## config.mk

```make
export PLATFORM = sky130hd
export DESIGN_NAME = fila_bytes
export DESIGN_NICKNAME = d
export VERILOG_FILES = /design/src/rtl/fila_bytes_pkg.sv /design/src/rtl/fila_bytes_mem.sv /design/src/rtl/fila_bytes.sv
export SDC_FILE = /design/constraint.sdc
export NUM_CORES = 1
export LEC_CHECK = 0
export ABC_AREA = 1
export CORE_AREA = 2 2 84 86
export DETAILED_ROUTE_END_ITERATION = 8
export DIE_AREA = 0 0 86 88
export PLACE_DENSITY = 0.9
export RECOVER_POWER = 100
export SLEW_MARGIN = 5
export SYNTH_ARGS = -nofsm -noshare
export SYNTH_HDL_FRONTEND = slang
export SYNTH_SLANG_ARGS = --single-unit
```

## constraint.sdc

```tcl
create_clock -name clk_100KHz -period 2.7 [get_ports clk_100KHz]
set_input_delay 0.405 -clock clk_100KHz [delete_from_list [all_inputs] [get_ports clk_100KHz]]
set_output_delay 0.405 -clock clk_100KHz [all_outputs]
set_load 0.005 [all_outputs]
```

## src/rtl/fila_bytes_pkg.sv

```systemverilog
// Shared types and defaults for the byte FIFO behind the deserializer.
package fila_pkg;

    // Enqueue handshake states: capture, acknowledge, wait for the held byte to drop.
    typedef enum logic [1:0] {
        F_IDLE      = 2'd0,
        F_ACK       = 2'd1,
        F_WAIT_DROP = 2'd2
    } fila_state_t;

    localparam int FILA_DEPTH_DEFAULT = 8;
    localparam int FILA_WIDTH_DEFAULT = 8;

endpackage

```

## src/rtl/fila_bytes_mem.sv

```systemverilog
// Byte storage for fila_bytes: one synchronous write port, one registered read port.
// The array itself is never reset; only the read register is, so data_out clears on reset.
module fila_mem
    import fila_pkg::*;
#(
    parameter int DEPTH = FILA_DEPTH_DEFAULT,
    parameter int WIDTH = FILA_WIDTH_DEFAULT
) (
    input  logic                     clk_i,
    input  logic                     rst_i,
    input  logic                     we_i,
    input  logic [$clog2(DEPTH)-1:0] waddr_i,
    input  logic [WIDTH-1:0]         wdata_i,
    input  logic                     re_i,
    input  logic [$clog2(DEPTH)-1:0] raddr_i,
    output logic [WIDTH-1:0]         rdata_o
);

    logic [WIDTH-1:0] mem_q [DEPTH];
    logic [WIDTH-1:0] rdata_q;

    // Write the captured byte into its slot.
    always_ff @(posedge clk_i) begin
        if (we_i) begin
            mem_q[waddr_i] <= wdata_i;
        end
    end

    // Read register holds the last popped byte until the next pop.
    always_ff @(posedge clk_i or posedge rst_i) begin
        if (rst_i) begin
            rdata_q <= '0;
        end else if (re_i) begin
            rdata_q <= mem_q[raddr_i];
        end
    end

    assign rdata_o = rdata_q;

endmodule

```

## src/rtl/fila_bytes.sv

```systemverilog
// Byte FIFO fed by the deserializer through a ready/ack handshake.
// Full FIFO withholds the ack, which stalls the deserializer upstream.
module fila_bytes
    import fila_pkg::*;
#(
    parameter int DEPTH = FILA_DEPTH_DEFAULT,
    parameter int WIDTH = FILA_WIDTH_DEFAULT
) (
    input  logic                     clk_100KHz,
    input  logic                     reset,
    input  logic [WIDTH-1:0]         data_in,
    input  logic                     data_ready_in,
    output logic                     ack_out,
    input  logic                     dequeue_in,
    output logic [WIDTH-1:0]         data_out,
    output logic [$clog2(DEPTH):0]   len_out,
    output logic                     full_out,
    output logic                     empty_out
);

    localparam int AW = $clog2(DEPTH);
    localparam int LW = AW + 1;

    fila_state_t   state_q, state_d;
    logic [AW-1:0] wr_ptr_q, wr_ptr_d;
    logic [AW-1:0] rd_ptr_q, rd_ptr_d;
    logic [LW-1:0] len_q, len_d;
    logic          enq_go;
    logic          deq_go;

    // Flags come from the registered occupancy so decisions use pre-edge state.
    assign full_out  = (len_q == LW'(DEPTH));
    assign empty_out = (len_q == '0);
    assign len_out   = len_q;

    // Handshake next-state and ack; a byte is captured only from F_IDLE when not full.
    always_comb begin
        state_d = state_q;
        enq_go  = 1'b0;
        ack_out = 1'b0;
        case (state_q)
            F_IDLE: begin
                if (data_ready_in && !full_out) begin
                    enq_go  = 1'b1;
                    state_d = F_ACK;
                end
            end
            F_ACK: begin
                ack_out = 1'b1;
                state_d = F_WAIT_DROP;
            end
            F_WAIT_DROP: begin
                // Wait for the deserializer to release the byte so it is not taken twice.
                if (!data_ready_in) begin
                    state_d = F_IDLE;
                end
            end
            default: begin
                state_d = F_IDLE;
            end
        endcase
    end

    // Pointer and occupancy updates; pops on empty are ignored, no write-to-read bypass.
    always_comb begin
        deq_go   = dequeue_in && !empty_out;
        wr_ptr_d = wr_ptr_q;
        rd_ptr_d = rd_ptr_q;
        len_d    = len_q;
        if (enq_go) begin
            wr_ptr_d = wr_ptr_q + AW'(1);
        end
        if (deq_go) begin
            rd_ptr_d = rd_ptr_q + AW'(1);
        end
        case ({enq_go, deq_go})
            2'b10:   len_d = len_q + LW'(1);
            2'b01:   len_d = len_q - LW'(1);
            default: len_d = len_q;
        endcase
    end

    // State, pointers and occupancy registers; pointers wrap naturally at DEPTH.
    always_ff @(posedge clk_100KHz or posedge reset) begin
        if (reset) begin
            state_q  <= F_IDLE;
            wr_ptr_q <= '0;
            rd_ptr_q <= '0;
            len_q    <= '0;
        end else begin
            state_q  <= state_d;
            wr_ptr_q <= wr_ptr_d;
            rd_ptr_q <= rd_ptr_d;
            len_q    <= len_d;
        end
    end

    fila_mem #(
        .DEPTH (DEPTH),
        .WIDTH (WIDTH)
    ) u_mem (
        .clk_i   (clk_100KHz),
        .rst_i   (reset),
        .we_i    (enq_go),
        .waddr_i (wr_ptr_q),
        .wdata_i (data_in),
        .re_i    (deq_go),
        .raddr_i (rd_ptr_q),
        .rdata_o (data_out)
    );

endmodule

```

======== Word level (Yosys, flattened, before mapping) ========
Memory sizes are Yosys's and may differ from the RTL's. A register that Yosys moved wholly into a read port is not among the register bits.
Index checks and enable logic that the tools add are counted.
cells by class
  mux-type cells .......................... 9
  reduce and logical (&&, ||, !) cells .... 8
  add/sub/neg operators ................... 4
  equality and inequality tests ........... 7
operators by type and width
  operator                                             count
  case mux 4 bit (2 select lines)                      1
  adder 3 x 1 -> 3 bit, second input constant          2
  case mux 2 bit (3 select lines)                      1
  two-way mux 1 bit                                    5
  adder 4 x 1 -> 4 bit, second input constant          1
  equality test 2 x 1 -> 1 bit, second input constant  2
  equality test 2 bit, second input constant           2
  equality test 4 bit, second input constant           1
  logical NOT 4 bit                                    1
  two-way mux 2 bit                                    2
  != test 2 bit, second input constant                 2
  subtractor 4 x 1 -> 4 bit, second input constant     1
  logical AND 1 bit                                    2
  logical NOT 1 bit                                    2
  logical NOT 2 bit                                    1
  AND reduction 2 bit                                  1
  nonzero test 2 bit                                   1
storage, ports and cells
  memories kept ........................... 1
  memory bits (writable) .................. 64
  input bits .............................. 12
  register bits after elaboration ......... 12
memories
  name         words  bits a word  read ports  clocked after Yosys merged registers in  wr ports  line                  RTL
  u_mem.mem_q  8      8            1           1                                        1         fila_bytes_mem.sv:19  logic [WIDTH-1:0] mem_q [DEPTH];

======== Depth between registers and ports, before layout ========
Gate-level depths: netlist of run 1.
  depth after elaboration ................. 7
  depth in mapped cells ................... 14
  gate-level depth less buffers ........... 13

======== Cells and area by module ========
A second synthesis of run 1 with hierarchy kept.
second synthesis, totals
  cell total of the unflattened synthesis .. 376
  area, all modules ....................... 3796.1 µm²
modules (own cells, without submodules)
  module      cells each  instances  sequential area each (µm²)  area an instance (µm²)
  fila_mem    298         1          2122.0                      3091.7
  fila_bytes  78          1          300.3                       704.4

======== Worst setup path after synthesis of run 1 ========
No wires, ideal clock.
  path kind ............................... register to register
  start ................................... register len_q[1] (netlist: len_out[1])
  end ..................................... register len_q[3] (netlist: len_out[3])
  buffers on the path ..................... 1
  arrival time ............................ 1.956 ns
  clock period less this slack ............ 2.072 ns
  setup slack ............................. 0.628 ns
  stages on the path, launching flop included .. 13
  library setup time ...................... 0.116 ns
  cells stage by stage .................... dfrtp_1 -> nor2_2 -> nand3_2 -> nand2_4 -> inv_6 -> buf_12 -> ha_1 -> ha_1 -> or2_2 -> nand3_1 -> nand2_1 -> nand2_1 -> nand2_1
RTL lines
  what                                                                   line              RTL
  start, declared                                                        fila_bytes.sv:27  logic [LW-1:0] len_q, len_d;
  start signal, assigned                                                 fila_bytes.sv:94  len_q <= len_d;
  logical NOT 4 bit (*)                                                  fila_bytes.sv:33  assign empty_out = (len_q == '0);
  logical NOT 1 bit (*)                                                  fila_bytes.sv:66  deq_go = dequeue_in && !empty_out;
  logical AND 1 bit (*)                                                  fila_bytes.sv:66
  named net deq_go                                                       fila_bytes.sv:29  logic deq_go;
  equality test 2 x 1 -> 1 bit or equality test 2 bit (tied branches)    fila_bytes.sv:76  case ({enq_go, deq_go})
  case mux 4 bit (2 select lines) or nonzero test 2 bit (tied branches)  --
Mark *: on every way through the listed nets, which the timed path passes. The rest lies on a longest branch.
A chain may end at the register's enable or synchronous reset.

======== Worst setup path after layout of run 1 ========
  start ................................... register len_q[1] (netlist: len_out[1])
  end ..................................... register len_q[3] (netlist: len_out[3])
between the ends
  cells in the longest elaborated chain, start to end .. 7
ends and longest elaborated chain
  what                                                                   line              RTL
  equality test 4 bit                                                    fila_bytes.sv:32  assign full_out = (len_q == LW'(DEPTH));
  logical NOT 1 bit                                                      fila_bytes.sv:43  if (data_ready_in && !full_out) begin
  logical AND 1 bit                                                      fila_bytes.sv:43
  two-way mux 1 bit                                                      fila_bytes.sv:43
  two-way mux 1 bit                                                      fila_bytes.sv:41  case (state_q)
  equality test 2 x 1 -> 1 bit or equality test 2 bit (tied branches)    fila_bytes.sv:76
  case mux 4 bit (2 select lines) or nonzero test 2 bit (tied branches)  --
Several ways; a longest one is shown, not always the timed one.

==> impl_metrics.prom, run 1 <==
# TYPE chip_impl_metric gauge
chip_impl_metric{name="antenna_left",unit=""} 0
chip_impl_metric{name="number_of_antenna_violations_at_the_first_check_in_global_routing",unit=""} 0
chip_impl_metric{name="nFillCells",unit=""} 496
chip_impl_metric{name="wl",unit="microns"} 7563
chip_impl_metric{name="syn_avg_cell_area",unit="sq um"} 10.31
chip_impl_metric{name="count_of_mapped_cells_out_of_synthesis",unit=""} 369
chip_impl_metric{name="synth.area.mux_share",unit="%"} 0
chip_impl_metric{name="setup_tns",unit="ns"} 0
chip_impl_metric{name="layout-area-overhead-vs-synth",unit="%"} 11.74
chip_impl_metric{name="synthXorXnorAreaFrac",unit="%"} 0.9211
chip_impl_metric{name="final_core_util",unit="%"} 63.97
chip_impl_metric{name="synth-seq-cells",unit=""} 84
chip_impl_metric{name="drv_cap",unit=""} 0
chip_impl_metric{name="worst_clock_skew",unit="ns"} 0.007760
chip_impl_metric{name="insertedDiodeCount",unit=""} 0
chip_impl_info{name="outcome",value="finished clean"} 1
chip_impl_metric{name="core_region_area",unit="sq mm"} 0.006644
chip_impl_metric{name="leakagePower",unit="nW"} 1.902
chip_impl_info{name="synthFlopType",value="sky130_fd_sc_hd__edfxtp_1"} 1
chip_impl_metric{name="wl_per_cell",unit="microns"} 15.47
chip_impl_metric{name="dieArea",unit="sq mm"} 0.007568
chip_impl_info{name="endpoint_kind",value="register"} 1
chip_impl_info{name="reg2reg_from",value="len_out[1]"} 1
chip_impl_info{name="synth_top_family_by_area",value="simple AND/OR/NAND/NOR gates"} 1
chip_impl_metric{name="grt_max_degree",unit=""} 35
chip_impl_metric{name="grt_pass1_wl",unit="microns"} 12050
chip_impl_metric{name="clk-insertion-delay-late",unit="ns"} 0.35
chip_impl_metric{name="worstRegToRegCells",unit=""} 12
chip_impl_metric{name="detail_route.vias_per_cell",unit=""} 5.333
chip_impl_metric{name="power_density",unit="mW/mm^2"} 1008
chip_impl_metric{name="max_slew.worst_pin.slew",unit="ns"} 0.7400
chip_impl_metric{name="synth-async-reset-ratio",unit="%"} 23.81
chip_impl_info{name="timing.critical_path.cells",value="nor2_1 > nand3_1 > nand2_4 > inv_6 > ha_1 > ha_1 > or2_2 > nand2_1 > nand3_1 > nand2_1 > nand2_1 > nand2_1"} 1
chip_impl_metric{name="total_routing_usage_gr",unit="%"} 21.67
chip_impl_metric{name="synth.lib_cells_used.distinct",unit=""} 25
chip_impl_info{name="worst_path_most_repeated_cell",value="sky130_fd_sc_hd__nand2_1"} 1
chip_impl_metric{name="synth-compound-area-share",unit="%"} 0.6579
chip_impl_metric{name="netlist_area",unit="sq mm"} 0.003804
chip_impl_metric{name="initial_utilization",unit="%"} 57.25
chip_impl_info{name="synthMostInstantiatedCell",value="sky130_fd_sc_hd__nand2_1"} 1
chip_impl_metric{name="required",unit="ns"} 2.99
chip_impl_metric{name="worst_path_largest_cell_delay",unit="ns"} 0.43
chip_impl_info{name="tritoncts",value="yes"} 1
chip_impl_metric{name="post-cts-setup-buffers",unit=""} 0
chip_impl_info{name="timing.rr.end",value="len_out[3]"} 1
chip_impl_metric{name="synthAdderAreaFrac",unit="%"} 2.171
chip_impl_metric{name="number_of_sinks_on_the_clock_net",unit=""} 84
chip_impl_info{name="startpoint_type",value="register"} 1
chip_impl_metric{name="drtPass1Iterations",unit=""} 5
chip_impl_metric{name="worst_ir_drop_vdd",unit="V"} 0.0006816
chip_impl_info{name="crit_path_top_delay_cell",value="sky130_fd_sc_hd__dfrtp_1"} 1
chip_impl_metric{name="clkTransAtPathRegs",unit="ns"} 0.08
chip_impl_metric{name="rows",unit=""} 30
chip_impl_metric{name="critPathMaxFanout",unit=""} 13
chip_impl_metric{name="number_of_drc_markers_in_iteration_0",unit=""} 289
chip_impl_metric{name="regToRegSetupSlack",unit="ns"} 0.42
chip_impl_info{name="root_buffer",value="sky130_fd_sc_hd__clkbuf_8"} 1
chip_impl_metric{name="seq_area_frac_synth",unit="%"} 63.68
chip_impl_info{name="critical_path.startpoint",value="len_out[1]"} 1
chip_impl_metric{name="layout-drive-gt1-share",unit="%"} 7.335
chip_impl_info{name="post_synth_main_area_contributors",value="sky130_fd_sc_hd__edfxtp_1, sky130_fd_sc_hd__dfrtp_1, sky130_fd_sc_hd__nand2_1"} 1
chip_impl_metric{name="grt_remaining_overflow",unit=""} 0
chip_impl_info{name="synth_top_cells_by_count",value="sky130_fd_sc_hd__nand2_1, sky130_fd_sc_hd__edfxtp_1, sky130_fd_sc_hd__inv_1"} 1
chip_impl_metric{name="die_height",unit="microns"} 88
chip_impl_metric{name="die_w",unit="microns"} 86
chip_impl_metric{name="ys.warnings.count",unit=""} 0
chip_impl_metric{name="setup_viol",unit=""} 0
chip_impl_metric{name="cells_resized_by_post_cts_repair",unit=""} 0
chip_impl_metric{name="min_period",unit="ns"} 2.280
chip_impl_info{name="synthDominantAreaCellType",value="sky130_fd_sc_hd__edfxtp_1"} 1
chip_impl_metric{name="multiInputGateArea",unit="sq um"} 978.4
chip_impl_metric{name="gp_routability_congestion",unit=""} 0.8235
chip_impl_metric{name="synth_top_area_share",unit="%"} 50.53
chip_impl_info{name="min-delay-path-class",value="reg2reg"} 1
chip_impl_metric{name="io_buffers",unit=""} 26
chip_impl_metric{name="number_of_hold_violations_in_the_final_report",unit=""} 0
chip_impl_metric{name="register_area",unit="sq mm"} 0.002422
chip_impl_metric{name="routed-via-count",unit=""} 2608
chip_impl_metric{name="slew-limit-headroom",unit="%"} 50.61
chip_impl_metric{name="finalNetCount",unit=""} 422
chip_impl_info{name="endpoint",value="len_out[3]"} 1
chip_impl_metric{name="clock_tree.htree_level_count",unit=""} 3
chip_impl_metric{name="via_count_of_the_first_global_routing_pass",unit=""} 2599
chip_impl_metric{name="detailedPlacementHpwl",unit="microns"} 4905
chip_impl_metric{name="fin_crit_sh",unit="%"} 84.46
chip_impl_metric{name="ctsHoldBuffers",unit=""} 0
chip_impl_info{name="path_class",value="reg2reg"} 1
chip_impl_metric{name="num_io_pins",unit=""} 27
chip_impl_metric{name="clock.fmax",unit="MHz"} 438.5
chip_impl_metric{name="clock_path_buffers",unit=""} 2
chip_impl_metric{name="remaining_drc_errors",unit=""} 0
chip_impl_metric{name="mappedNetlistNets",unit=""} 387
chip_impl_metric{name="arrival",unit="ns"} 2.57
chip_impl_metric{name="synth_enable_flop_cells",unit=""} 64
chip_impl_metric{name="cts-buffers-inserted",unit=""} 9
chip_impl_info{name="unrepaired_setup_endpoints_after_global_routing",value="false"} 1
chip_impl_metric{name="synthSimpleGateAreaFrac",unit="%"} 23.09
chip_impl_metric{name="drv_slew",unit=""} 0
-- placed cells by master (no fill, tap or decap), drive strengths merged, types with 4 or more instances in the layout --
cell | synthesis | layout
nand2 | 123 | 123
inv | 65 | 65
edfxtp | 64 | 64
nand3 | 55 | 55
dlygate4sd3 | 0 | 25
clkbuf | 0 | 21
dfrtp | 20 | 20
nor3 | 8 | 8
o21ai | 5 | 5
ha | 5 | 5
nor2 | 4 | 4
-- worst min path at each step --
stage | startpoint | end | slack, ns | cells past startpoint
after global placement | u_mem.rdata_o[7] | u_mem.rdata_o[7] | 0.48 | 2
after floorplan | reset | len_out[0] | 0.37 | 1
after global routing | u_mem.rdata_o[3] | u_mem.rdata_o[3] | 0.52 | 2
after CTS | u_mem.rdata_o[3] | u_mem.rdata_o[3] | 0.50 | 2
final | u_mem.rdata_o[3] | u_mem.rdata_o[3] | 0.50 | 2
after detailed placement | u_mem.rdata_o[3] | u_mem.rdata_o[3] | 0.48 | 2
-- worst max-delay path: cells and delay by family (launching register included) --
family	cells	cell delay, ns
buf+inv	1	0.08
simple gates	9	1.15
flops	1	0.43
fa+ha+maj	2	0.56
-- stage by stage --
step / worst slack (ns) / std cells / hold WS, ns / instance area [sq um] / total power, mW
6_report: 0.4196 / 489 / 0.4986 / 4250 / 4.283
5_1_grt: 0.2117 / 489 / 0.5173 / 4250 / 4.560
4_1_cts: 0.4635 / 489 / 0.5029 / 4327 / 4.396
3_5_place_dp: 0.3155 / 473 / 0.4821 / 4141 / 3.549
3_3_place_gp: 0.3978 / 473 / 0.4839 / 4141 / 3.463
2_1_floorplan: 0.6276 / 369 / 0.3688 / 3804 / 3.023
-- routing by layer --
metal / global-route usage, % / wire length (microns) / part of all wire, %
met5: 0 / 0 / 0
met2: 36.65 / 3887 / 51
met1: 25.33 / 2999 / 40
met4: 13.56 / 248 / 3.3
met3: 4.618 / 428 / 5.7
-- area by class of cell --
class	count	area share (%)
clock buffers	12	3.179
clock inverters	4	1.178
inverters	66	6.005
multi-input cells	206	23.02
flip-flops and latches	84	56.99
well taps	80	2.355
repair buffers	37	7.271
-- sequential cells by signal, summed over array words and instances (netlist names) --
name	flops
rd_ptr_q	3
u_mem.mem_q	64
u_mem.rdata_o	8
state_q	2
wr_ptr_q	3
len_out	4
-- cell families (layout without fill, tap and decap cells) --
kind of cell	Yosys count	count (layout)
DFF	84	84
xor gates and xnor gates	4	4
adders and majority gates	6	6
buffers and inverters	79	119
and+or+nand+nor	191	191
AOI/OAI and AO/OA	5	5
-- where the power goes --
part,switching [mW],internal (mW),total (mW)
logic,1.04,0.593,1.63
clock network,0.421,0.427,0.848
registers,0.154,1.65,1.80
(Power assumes the default switching activity.)
==> run 2, diff against run 1 <==
- clock period: 2.7 -> 2.3 ns (I/O delays scaled with it)
==> run 2 against run 1 <==
Compared with the run above:
- global-route usage grew 0.75 points
- power grew 21%
- largest power group unchanged
- final area grew 1.6%
- sequential power grew 22%
- die area is the same
- count of clock-buffer cells in the layout shrank 1
- critical endpoint unchanged
- combinational power grew 15%
==> impl_metrics.prom, run 2 (same netlist as run 1, synthesis figures left out) <==
# TYPE chip_impl_metric gauge
chip_impl_info{name="outcome",value="finished clean"} 1
chip_impl_metric{name="initial_utilization",unit="%"} 57.25
chip_impl_info{name="endpoint_kind",value="register"} 1
chip_impl_metric{name="clock.fmax",unit="MHz"} 476.9
chip_impl_metric{name="antenna_left",unit=""} 0
chip_impl_metric{name="detailedPlacementHpwl",unit="microns"} 5016
chip_impl_metric{name="total_routing_usage_gr",unit="%"} 22.42
chip_impl_metric{name="wl_per_cell",unit="microns"} 15.69
chip_impl_metric{name="required",unit="ns"} 2.59
chip_impl_metric{name="grt_pass1_wl",unit="microns"} 12440
chip_impl_metric{name="leakagePower",unit="nW"} 1.956
chip_impl_metric{name="cells_resized_by_post_cts_repair",unit=""} 0
chip_impl_metric{name="die_w",unit="microns"} 86
chip_impl_metric{name="finalNetCount",unit=""} 424
chip_impl_metric{name="die_height",unit="microns"} 88
chip_impl_metric{name="non_filler_cell_area_final",unit="sq mm"} 0.004319
chip_impl_metric{name="dpl_cell_area",unit="sq mm"} 0.004156
chip_impl_info{name="registers.top_by_ff_count",value="u_mem.mem_q"} 1
chip_impl_metric{name="drv_slew",unit=""} 0
chip_impl_metric{name="final_core_util",unit="%"} 65.01
chip_impl_metric{name="wl",unit="microns"} 7702
chip_impl_metric{name="gp_routability_congestion",unit=""} 0.8444
chip_impl_metric{name="clock_path_buffers",unit=""} 2
chip_impl_metric{name="critPathMaxFanout",unit=""} 5
chip_impl_metric{name="remaining_drc_errors",unit=""} 0
chip_impl_info{name="tritoncts",value="yes"} 1
chip_impl_metric{name="worst_hold_path.num_cells",unit=""} 2
chip_impl_metric{name="max_slew.worst_pin.slew",unit="ns"} 0.7985
chip_impl_metric{name="fin_crit_sh",unit="%"} 91.17
chip_impl_metric{name="routed-via-count",unit=""} 2574
chip_impl_metric{name="number_of_drc_markers_in_iteration_0",unit=""} 303
chip_impl_metric{name="via_count_of_the_first_global_routing_pass",unit=""} 2660
chip_impl_info{name="most-common-layout-cells",value="sky130_fd_sc_hd__nand2_1, sky130_fd_sc_hd__edfxtp_1, sky130_fd_sc_hd__inv_1"} 1
chip_impl_info{name="timing.rr.end",value="len_out[3]"} 1
chip_impl_info{name="path_class",value="reg2reg"} 1
chip_impl_info{name="min-delay-path-class",value="reg2reg"} 1
chip_impl_metric{name="grt_max_degree",unit=""} 34
chip_impl_metric{name="number_of_antenna_violations_at_the_first_check_in_global_routing",unit=""} 0
chip_impl_metric{name="dieArea",unit="sq mm"} 0.007568
chip_impl_info{name="startpoint_type",value="register"} 1
chip_impl_metric{name="io_buffers",unit=""} 26
chip_impl_metric{name="regToRegSetupSlack",unit="ns"} 0.20
chip_impl_metric{name="arrival",unit="ns"} 2.39
chip_impl_info{name="most_common_library_cell_in_the_layout_ignoring_fill_and_taps",value="sky130_fd_sc_hd__nand2_1"} 1
chip_impl_metric{name="layout-drive-gt1-share",unit="%"} 10.22
chip_impl_metric{name="drv_cap",unit=""} 0
chip_impl_info{name="hold_path.startpoint",value="u_mem.rdata_o[1]"} 1
chip_impl_info{name="reg2reg_from",value="len_out[0]"} 1
chip_impl_metric{name="insertedDiodeCount",unit=""} 0
chip_impl_metric{name="hold_slack",unit="ns"} 0.4938
chip_impl_metric{name="clock_tree.htree_level_count",unit=""} 3
chip_impl_metric{name="worstRegToRegCells",unit=""} 12
chip_impl_metric{name="grt_remaining_overflow",unit=""} 0
chip_impl_metric{name="worst_ir_drop_vdd",unit="V"} 0.0006320
chip_impl_info{name="unrepaired_setup_endpoints_after_global_routing",value="false"} 1
chip_impl_metric{name="cts-buffers-inserted",unit=""} 9
chip_impl_info{name="root_buffer",value="sky130_fd_sc_hd__clkbuf_8"} 1
chip_impl_metric{name="power_density",unit="mW/mm^2"} 1201
chip_impl_metric{name="clkTransAtPathRegs",unit="ns"} 0.08
chip_impl_metric{name="post-cts-setup-buffers",unit=""} 0
chip_impl_metric{name="num_io_pins",unit=""} 27
chip_impl_metric{name="drtPass1Iterations",unit=""} 6
chip_impl_metric{name="ctsHoldBuffers",unit=""} 0
chip_impl_metric{name="number_of_sinks_on_the_clock_net",unit=""} 84
chip_impl_metric{name="layout-area-overhead-vs-synth",unit="%"} 13.55
chip_impl_metric{name="clk-insertion-delay-late",unit="ns"} 0.35
chip_impl_info{name="holdPathEnd",value="u_mem.rdata_o[1]"} 1
chip_impl_metric{name="rows",unit=""} 30
chip_impl_metric{name="min_period",unit="ns"} 2.097
chip_impl_metric{name="number_of_hold_violations_in_the_final_report",unit=""} 0
chip_impl_metric{name="core_region_area",unit="sq mm"} 0.006644
chip_impl_metric{name="worst_clock_skew",unit="ns"} 0.01395
chip_impl_metric{name="setup_viol",unit=""} 0
chip_impl_metric{name="largest_register_ffs",unit=""} 64
chip_impl_metric{name="slew-limit-headroom",unit="%"} 46.71
chip_impl_metric{name="detail_route.vias_per_cell",unit=""} 5.242
==> run 2: cell count changes in the layout (fill, tap and decap cells not counted), sizes merged <==
| cell | before | now |
|---|---|---|
| clkinvlp | 2 | 0 |
| inv | 65 | 67 |
| buf | 2 | 3 |
| clkdlybuf4s50 | 1 | 2 |
| clkinv | 2 | 3 |
| dlygate4sd3 | 25 | 24 |
==> run 2: area by class of cell <==
class	count	area (sq um)
inverters	66	255.2
flip-flops and latches	84	2422
multi-input cells	206	998.5
repair buffers	39	325.3
clock inverters	5	55.05
clock buffers	11	162.7
well taps	80	100.1
fillers	488	2325
==> run 2: metal layers <==
metal  track usage (%)  vias to the layer above  wire, microns  share of wire [%]
met5                 0                        -              0                  0
met4             11.40                        0            230                3.0
met3             4.995                       25            374                4.9
met2             38.69                       89           3897                 51
met1             26.52                     1210           3199                 42
li1                  -                     1250              -                  -
==> run 2: worst max-delay path by stage <==
stage / cells after the start / endpoint / from
after detailed placement: 12 / len_out[3] / data_ready_in
after CTS: 12 / len_out[3] / len_out[1]
final: 12 / len_out[3] / len_out[0]
after floorplan: 12 / len_out[3] / len_out[1]
after global routing: 11 / len_out[3] / len_out[1]
after global placement: 11 / len_out[3] / data_ready_in
==> run 2: critical path: stages (launching register included) <==
cell and delay [ns]:
sky130_fd_sc_hd__dfrtp_1 0.44, sky130_fd_sc_hd__nor2_1 0.18, sky130_fd_sc_hd__nand3_2 0.13, sky130_fd_sc_hd__nand2_4 0.10, sky130_fd_sc_hd__inv_6 0.03, sky130_fd_sc_hd__ha_1 0.22
sky130_fd_sc_hd__ha_1 0.32, sky130_fd_sc_hd__or2_2 0.30, sky130_fd_sc_hd__nand2_1 0.08, sky130_fd_sc_hd__nand3_1 0.07, sky130_fd_sc_hd__nand2_1 0.06, sky130_fd_sc_hd__nand2_1 0.05
sky130_fd_sc_hd__nand2_1 0.06
==> run 2: power by group <==
group | internal [mW] | switching (mW)
Sequential | 1.93 | 0.256
Clock | 0.598 | 0.518
Combinational | 0.713 | 1.17
==> run 2: stage by stage <==
stage | instances | total power [mW] | setup TNS, ns | worst slack [ns]
after floorplan | 369 | 3.549 | 0 | 0.2276
after global placement | 475 | 4.048 | 0 | 0.09524
after detailed placement | 475 | 4.181 | -0.01787 | -0.01787
after CTS | 491 | 5.309 | 0 | 0.2592
after global routing | 491 | 5.538 | 0 | 0.07006
final | 491 | 5.187 | 0 | 0.2031
==> run 3, diff against run 2 <==
==> constraint.sdc (replaced) <==
create_clock -name clk_100KHz -period 2.2 [get_ports clk_100KHz]
set_input_delay 0.44 -clock clk_100KHz [delete_from_list [all_inputs] [get_ports clk_100KHz]]
set_output_delay 0.44 -clock clk_100KHz [all_outputs]
set_load 0.005 [all_outputs]
==> run 3 against run 2 <==
Compared with the run above:
- sequential share of layout area up 0.15 points
- worst hold slack worse by 0.0028 ns
- final cell count up 0.61%
- combinational power up 6%
- highest routed layer unchanged
- clock skew down 0.00080 ns
==> impl_metrics.prom, run 3 (same netlist as run 1, synthesis figures left out) <==
# TYPE chip_impl_metric gauge
chip_impl_info{name="min-delay-path-class",value="reg2reg"} 1
chip_impl_info{name="root_buffer",value="sky130_fd_sc_hd__clkbuf_8"} 1
chip_impl_metric{name="layout-area-overhead-vs-synth",unit="%"} 13.26
chip_impl_metric{name="dieArea",unit="sq mm"} 0.007568
chip_impl_metric{name="clk-insertion-delay-late",unit="ns"} 0.35
chip_impl_info{name="most-common-layout-cells",value="sky130_fd_sc_hd__nand2_1, sky130_fd_sc_hd__edfxtp_1, sky130_fd_sc_hd__inv_1"} 1
chip_impl_metric{name="worst_ir_drop_vdd",unit="V"} 0.0006635
chip_impl_metric{name="final_cell_count_no_fill",unit=""} 494
chip_impl_metric{name="fin_crit_sh",unit="%"} 94.48
chip_impl_info{name="unrepaired_setup_endpoints_after_global_routing",value="false"} 1
chip_impl_metric{name="grt_remaining_overflow",unit=""} 0
chip_impl_metric{name="slew-limit-headroom",unit="%"} 24.57
chip_impl_metric{name="wl",unit="microns"} 7842
chip_impl_metric{name="wl_per_cell",unit="microns"} 15.87
chip_impl_metric{name="number_of_hold_violations_in_the_final_report",unit=""} 0
chip_impl_metric{name="die_height",unit="microns"} 88
chip_impl_metric{name="antenna_left",unit=""} 0
chip_impl_metric{name="dp_cells",unit=""} 478
chip_impl_metric{name="ctsHoldBuffers",unit=""} 0
chip_impl_metric{name="leakagePower",unit="nW"} 1.960
chip_impl_info{name="crit_path_top_delay_cell",value="sky130_fd_sc_hd__clkdlybuf4s50_1"} 1
chip_impl_metric{name="clock.fmax",unit="MHz"} 481.1
chip_impl_info{name="startpoint_type",value="register"} 1
chip_impl_metric{name="detail_route.vias_per_cell",unit=""} 5.326
chip_impl_metric{name="detailedPlacementHpwl",unit="microns"} 5089
chip_impl_info{name="registers.top_by_ff_count",value="u_mem.mem_q"} 1
chip_impl_metric{name="initial_utilization",unit="%"} 57.25
chip_impl_metric{name="io_buffers",unit=""} 26
chip_impl_metric{name="number_of_sinks_on_the_clock_net",unit=""} 84
chip_impl_metric{name="routed-via-count",unit=""} 2631
chip_impl_info{name="outcome",value="finished clean"} 1
chip_impl_metric{name="clock_tree.htree_level_count",unit=""} 3
chip_impl_metric{name="drtPass1Iterations",unit=""} 4
chip_impl_metric{name="core_region_area",unit="sq mm"} 0.006644
chip_impl_metric{name="critPathMaxFanout",unit=""} 5
chip_impl_metric{name="num_io_pins",unit=""} 27
chip_impl_metric{name="drv_slew",unit=""} 0
chip_impl_metric{name="hold_slack",unit="ns"} 0.4910
chip_impl_metric{name="min_period",unit="ns"} 2.079
chip_impl_metric{name="die_w",unit="microns"} 86
chip_impl_info{name="timing.critical_path.cells",value="nor2_2 > nand3_1 > inv_1 > clkdlybuf4s50_1"} 1
chip_impl_metric{name="total_routing_usage_gr",unit="%"} 22.66
chip_impl_metric{name="final_critical_path_setup_slack",unit="ns"} 0.1214
chip_impl_metric{name="gp_routability_congestion",unit=""} 0.8219
chip_impl_metric{name="drv_cap",unit=""} 0
chip_impl_metric{name="worst_clock_skew",unit="ns"} 0.01314
chip_impl_metric{name="dp_slack",unit="ns"} -0.1453
chip_impl_metric{name="clkTransAtPathRegs",unit="ns"} 0.08
chip_impl_metric{name="rows",unit=""} 30
chip_impl_metric{name="remaining_drc_errors",unit=""} 0
chip_impl_metric{name="power_density",unit="mW/mm^2"} 1229
chip_impl_metric{name="required",unit="ns"} 1.76
chip_impl_info{name="most_common_library_cell_in_the_layout_ignoring_fill_and_taps",value="sky130_fd_sc_hd__nand2_1"} 1
chip_impl_metric{name="insertedDiodeCount",unit=""} 0
chip_impl_info{name="endpoint_kind",value="output port"} 1
chip_impl_metric{name="cells_resized_by_post_cts_repair",unit=""} 0
chip_impl_metric{name="number_of_antenna_violations_at_the_first_check_in_global_routing",unit=""} 0
chip_impl_metric{name="worst_path_largest_cell_delay",unit="ns"} 0.49
chip_impl_metric{name="max_slew.worst_pin.slew",unit="ns"} 1.131
chip_impl_metric{name="via_count_of_the_first_global_routing_pass",unit=""} 2612
chip_impl_info{name="path_class",value="reg2out"} 1
chip_impl_info{name="tritoncts",value="yes"} 1
chip_impl_info{name="worst_path_dominant_cell_family",value="buffers and inverters"} 1
chip_impl_metric{name="grt_pass1_wl",unit="microns"} 12610
chip_impl_metric{name="cts-buffers-inserted",unit=""} 9
chip_impl_metric{name="clock_path_buffers",unit=""} 2
chip_impl_metric{name="worst-path-buf-inv",unit=""} 2
chip_impl_metric{name="arrival",unit="ns"} 1.64
chip_impl_metric{name="number_of_drc_markers_in_iteration_0",unit=""} 212
chip_impl_metric{name="largest_register_ffs",unit=""} 64
chip_impl_metric{name="finalNetCount",unit=""} 427
chip_impl_metric{name="setup_viol",unit=""} 0
chip_impl_metric{name="layout-drive-gt1-share",unit="%"} 11.11
chip_impl_metric{name="post-cts-setup-buffers",unit=""} 0
chip_impl_metric{name="grt_max_degree",unit=""} 34
run 3: cell count changes in the layout (fill, tap and decap cells not counted):
| cell | before | now |
|---|---|---|
| sky130_fd_sc_hd__bufinv_16 | 1 | 0 |
| sky130_fd_sc_hd__buf_4 | 3 | 4 |
| sky130_fd_sc_hd__inv_6 | 2 | 1 |
| sky130_fd_sc_hd__clkbuf_2 | 4 | 10 |
| sky130_fd_sc_hd__inv_1 | 62 | 63 |
| sky130_fd_sc_hd__dlygate4sd3_1 | 24 | 22 |
| sky130_fd_sc_hd__nor2_1 | 4 | 3 |
| sky130_fd_sc_hd__nor2_2 | 0 | 1 |
| sky130_fd_sc_hd__clkinv_4 | 0 | 1 |
| sky130_fd_sc_hd__nand3_2 | 6 | 5 |
| sky130_fd_sc_hd__clkbuf_1 | 6 | 4 |
| sky130_fd_sc_hd__nand3_1 | 49 | 50 |
| sky130_fd_sc_hd__clkdlybuf4s50_1 | 2 | 4 |
| sky130_fd_sc_hd__inv_4 | 2 | 0 |
run 3: worst reg2reg max path: cells and delay by family (launching register included):
kind                   cells  cell delay (ns)
flip-flops                 1             0.55
buffers and inverters      1             0.84
AND/OR/NAND/NOR            6             0.60
run 3: layer usage:
| layer | wire (microns) | GRT usage [%] | up-vias |
|---|---|---|---|
| met2 | 3965 | 40.24 | 115 |
| met3 | 461 | 4.901 | 20 |
| met1 | 3219 | 26.37 | 1240 |
| li1 | - | - | 1256 |
| met5 | 0 | 0 | - |
| met4 | 196 | 10.39 | 0 |
run 3: path summary, 6_finish.rpt:
| path | start | to | slack, ns | cells after the start |
|---|---|---|---|---|
| min in group asynchronous | reset | u_mem.rdata_o[6] | 0.88 | 3 |
| max in group asynchronous | reset | wr_ptr_q[1] | 0.64 | 3 |
| max reg2reg | rd_ptr_q[0] | u_mem.rdata_o[2] | 0.16 | 7 |
| min reg2reg | u_mem.rdata_o[5] | u_mem.rdata_o[5] | 0.49 | 2 |
| max | len_out[1] | full_out | 0.12 | 4 |
| min | u_mem.rdata_o[5] | u_mem.rdata_o[5] | 0.49 | 2 |
run 3: per-stage QoR:
stage	power [mW]	TNS [ns]	utilization, %	cell area [sq um]
global placement	4.254	-0.03969	62.90	4179
finish	5.296	0	64.84	4308
CTS	5.421	0	65.74	4368
global route	5.665	0	64.84	4308
floorplan	3.710	0	-	3804
detailed placement	4.391	-0.2597	62.90	4179
run 3: cell type report:
cell class | instances | area, sq um
clock buffer | 13 | 170.2
clock inverter | 3 | 18.77
fill | 510 | 2336
inverter | 66 | 252.7
multi-input combinational | 206 | 996.0
sequential | 84 | 2422
tap | 80 | 100.1
timing repair buffer | 42 | 347.8
run 3: where the power goes:
part	leakage [nW]	total [mW]	internal (mW)	switching, mW
clock network	0.0985	1.03	0.509	0.516
logic	1.04	1.99	0.774	1.21
registers	0.822	2.28	2.02	0.263
